`config.mk`:
```
export PLATFORM = sky130hd
export DESIGN_NAME = sat_counter
export DESIGN_NICKNAME = d
export VERILOG_FILES = /design/src/rtl/counter_checker_pkg.sv /design/src/rtl/counter_checker_sat_counter.sv
export SDC_FILE = /design/constraint.sdc
export NUM_CORES = 1
export LEC_CHECK = 0
export ABC_AREA = 1
export BUFFER_PORTS_ARGS = -buffer_cell sky130_fd_sc_hd__buf_2
export CAP_MARGIN = 30
export CORE_MARGIN = 8
export CORE_UTILIZATION = 35
export CTS_CLUSTER_SIZE = 16
export DETAILED_ROUTE_END_ITERATION = 12
export GPL_TIMING_DRIVEN = 0
export SYNTH_ARGS = -nofsm -noshare
export SYNTH_HDL_FRONTEND = slang
export SYNTH_SLANG_ARGS = --single-unit
export TNS_END_PERCENT = 100
```
`constraint.sdc`:
```
create_clock -name clk -period 1.7 [get_ports clk]
set_input_delay 0.34 -clock clk [delete_from_list [all_inputs] [get_ports clk]]
set_output_delay 0.34 -clock clk [all_outputs]
set_load 0.02 [all_outputs]
```
`src/rtl/counter_checker_pkg.sv`:
```
// Shared FSM state encoding and default parameters for the counter_checker monitor.
package counter_checker_pkg;

  typedef enum logic [1:0] {
    EMPTY   = 2'd0,
    ACQUIRE = 2'd1,
    LOCKED  = 2'd2
  } state_t;

  localparam int DEF_WIDTH       = 8;
  localparam int DEF_LOCK_CYCLES = 4;
  localparam int DEF_STAT_W      = 16;

endpackage

```
`src/rtl/counter_checker_sat_counter.sv`:
```
// Saturating statistics counter with synchronous clear; clear has priority over increment.
module sat_counter
  import counter_checker_pkg::*;
#(
  parameter int W = DEF_STAT_W
) (
  input  logic         clk,
  input  logic         reset,
  input  logic         inc,
  input  logic         clr,
  output logic [W-1:0] cnt
);

  logic [W-1:0] r_cnt;

  always_ff @(posedge clk or negedge reset) begin
    if (!reset) begin
      r_cnt <= '0;
    end else if (clr) begin
      r_cnt <= '0;
    end else if (inc && (r_cnt != {W{1'b1}})) begin
      r_cnt <= r_cnt + W'(1);
    end
  end

  assign cnt = r_cnt;

endmodule

```
==> results.md <==
Status:
- The flow ran to the end, and the final reports show no timing, DRC or antenna violations.

Flow run:
- The max-cap violation count is 0.

Placed design:
- Routability-driven placement finished with a final weighted congestion of 0.833.
- The instance count after placement with tap cells included is 194.
- The count of buffers from port buffering is 19.
- Detailed placement finished with a half-perimeter wire length of 1970 um.

GRT:
- The global-route wire length before repair is 4400 um.
- The global routing met3 resource utilization is 2.54%.
- The initial antenna violation count is 0.
- The number of global-route vias before repair is 947.
- The met2 demand-to-capacity share in global routing is 17.8%.
- Global routing used 10.7% of the available tracks across all layers.
- The layer flagged by global routing as most heavily used is met2.
- The total congestion overflow after global routing is 0.
- Global routing used 12.8% of the available met1 tracks.
- Entering global routing, the biggest net connects 17 pins.

Timing:
- The worst path in the final design needs a cycle of 1.60 ns, including I/O delays and setup.
- The final number of max-transition violations is 0.
- The clock skew after layout is 0.00828 ns.
- Headroom to the max-slew limit came out at 66.4%.
- The final-layout worst hold slack is 0.334 ns.
- The final worst-path cycle share is 94.1%.
- For the pin with the worst max-slew slack, the measured transition is 0.504 ns.
- The final-report setup violation count is 0.
- Timing would allow up to 0.625 GHz.
- The number of failing hold endpoints at the final stage is 0.
- Setup repair after global routing could not meet its margin everywhere.

Die:
- The number of I/O pins is 20.
- The number of core rows is 19.
- From bottom edge to top edge, the die measures 70.4 um.
- The placeable core region is 2780 um^2.
- The die is 70.4 um wide.
- The starting utilization of the core area is 37.3%.
- The die area is 4960 um^2.

Drt:
- The initial detailed-routing violation count is 69.
- The number of nets still failing antenna checks after routing is 0.
- The final routed wire length divided by cell count is 12.9 um.
- The final routed DRC violation total is 0.
- The iteration count of the initial detailed-routing pass is 4.
- Dividing the detail-routed via count by the number of cells gives 5.04.
- For this block, the routed nets add up to 2650 um of wire.
- Across all layers, the routed design uses 1,039 vias.

Critical path:
- Data arrives at the worst endpoint at 1.85 ns.
- The gate family responsible for the most delay along the worst path is simple AND/OR/NAND/NOR gates.
- The most repeated library cell on the critical path is sky130_fd_sc_hd__nand2_4.
- The slowest stage of the critical path belongs to the cell sky130_fd_sc_hd__dfrtp_1.
- Along the worst path, the maximum fanout reaches 5.
- The worst register-to-register path begins at cnt[1].
- The worst path required time is 1.95 ns.
- The kind of start point of the critical path is a register.
- The critical path startpoint is cnt[1].
- The signal on the critical path passes through ha_2 > nand2_4 > nor2_4 > nand2_4 > o21ai_4 > nand2_4 > inv_6 > clkbuf_16 > nand2_1 > nand2_1.
- The maximum single-stage delay on the critical path is 0.42 ns.
- The type of the setup path with the least slack is register to register.
- The buffering stage count on the worst path with inverters included is 2.
- The endpoint type of the worst setup path is a register.

Power and ir drop:
- The share of total power in sequential cells is 53.2%.
- The internal power summed over all cells is 0.547 mW.
- The worst voltage drop across the vdd grid is 0.338 mV.
- The net load switching power is 0.185 mW.
- The switching share of total power is 25.2%.
- The clock group share of total power is 35.8%.
- For this design the ratio of total power to cell area is 560 nW/um^2.
- The part of the total power dissipated in combinational logic is 11.0%.
- The overall power consumption is 0.732 mW.
- The leakage power of the design is 0.699 nW.

Yosys:
- Each instance of the synthesized netlist takes up on average 7.20 um^2.
- Sequential elements use 38.6% of the synthesized area.
- Synthesis produced a netlist with a net count of 149.
- The number of synthesized register bits is 16.
- The area share of the largest cell type after synthesis is 38.6%.
- Sorting the synthesized cells by area gives the leading types as sky130_fd_sc_hd__dfrtp_1 39%, sky130_fd_sc_hd__nand2_1 20%, sky130_fd_sc_hd__nand3_1 5.8%.
- The largest total area in the synthesized netlist belongs to sky130_fd_sc_hd__dfrtp_1.
- Yosys printed 0 warnings.
- The synthesized netlist contains 23 unique library cells.
- After technology mapping, the gate count stands at 144.
- The combined area of all synthesized cells is 1040 um^2.

Cells and area:
- The final net count is 181.
- Leaving out fill and tap cells, the most frequent cell in the layout is sky130_fd_sc_hd__nand2_1.
- Cells fill 47.0% of the core in the end.
- The count of cells in the finished layout, fillers not included, comes to 206.
- In the layout the commonest cells are 54 x sky130_fd_sc_hd__nand2_1, 19 x sky130_fd_sc_hd__buf_2, 16 x sky130_fd_sc_hd__dfrtp_1, 12 x sky130_fd_sc_hd__nor2_1, 12 x sky130_fd_sc_hd__nand3_1.
- The relative area change from synthesis to final layout is 26.1%.
- The antenna cell count is 0.
- Cells with a size suffix above 1 make up 26.3% of the layout.
- The register with the most flip-flops in the layout has 16 of them.

Worst hold path:
- The class of the most critical hold timing path is primary input to register.
- The source of the worst hold timing path is clr.

CTS:
- Clock-pin slew was measured on the worst setup and hold paths at 0.10 ns.
- For the worst-skew pair, the clock arrives at the later sink with an insertion delay of 0.30 ns.
- The clock drives 16 sinks.
- The tree is rooted in a sky130_fd_sc_hd__clkbuf_4.
- CTS built an H-tree with a depth of 1.
- The clock tree from TritonCTS is done.
- The number of clock buffers added by TritonCTS is 3.
- The maximum clock path buffer count is 2.
worst paths after layout:
kind | to | slack (ns) | cells after the start
setup / recovery | cnt[2] | 0.1 | 10
hold / removal | cnt[4] | 0.33 | 4
setup reg to reg | cnt[2] | 0.1 | 10
hold reg to reg | cnt[9] | 0.56 | 2
max in group asynchronous | cnt[12] | 0.95 | 2
min in group asynchronous | cnt[0] | 0.47 | 2
stage by stage:
stage	setup slack, ns	TNS [ns]	cell area (um^2)
floorplan	0.0851	0	1040
global placement	0.00336	0	1170
detailed placement	-0.0271	-0.0532	1170
CTS	0.00668	0	1220
global route	-0.00764	-0.0363	1310
finish	0.0999	0	1310
routing by layer:
metal  up-vias  wire length (um)
met3         5               136
met5         -                 0
met1       484              1160
met4         0                38
met2        21              1320
li1        529                 -
Yosys cell counts, drive strengths merged:
cell,number
nand2,59
dfrtp,16
nor2,16
inv,13
nand3,12
nand4,9
o21ai,5
buf,3
xor2,3
o21bai,2
xnor2,2
a21oi,1
ha,1
nor3,1
or2,1
power by group through the flow:
stage	clock network, mW	logic [mW]	registers (mW)
2_1_floorplan	0	0.0328	0.401
3_3_place_gp	0	0.0632	0.396
3_5_place_dp	0	0.0647	0.397
4_1_cts	0.277	0.0679	0.389
5_1_grt	0.287	0.0890	0.391
6_report	0.262	0.0804	0.390
worst reg2reg max path, stage by stage, from the launching register on:
cell and delay, ns:
sky130_fd_sc_hd__dfrtp_1 0.42, sky130_fd_sc_hd__ha_2 0.23, sky130_fd_sc_hd__nand2_4 0.07, sky130_fd_sc_hd__nor2_4 0.17, sky130_fd_sc_hd__nand2_4 0.09, sky130_fd_sc_hd__o21ai_4 0.16
sky130_fd_sc_hd__nand2_4 0.08, sky130_fd_sc_hd__inv_6 0.09, sky130_fd_sc_hd__clkbuf_16 0.14, sky130_fd_sc_hd__nand2_1 0.04, sky130_fd_sc_hd__nand2_1 0.06
cells by family after synthesis:
kind of cell	after synthesis	synth area share, %
flops	16	38.6
buf+inv	16	7.72
compound gates	8	5.43
fa+ha+maj	1	1.21
simple gates	98	42.8
xor+xnor	5	4.22
repair_timing:
item | 4_1_cts | 5_1_grt
gates cloned | 0 | 1
gates resized for setup | 2 | 6
endpoints found under the hold margin | 16 | 0
setup buffers | 0 | 6
hold buffers | 1 | 0
setup endpoints to repair | 10 | 14
pin swaps | 0 | 4
layout make-up:
class / instances / area, um^2
inverters: 13 / 53.8
well taps: 31 / 38.8
multi-input cells: 112 / 572
clock buffers: 4 / 36.3
flip-flops and latches: 16 / 400
fillers: 280 / 1470
plain buffers: 3 / 31.3
repair buffers: 27 / 175
(Power assumes the default switching activity.)
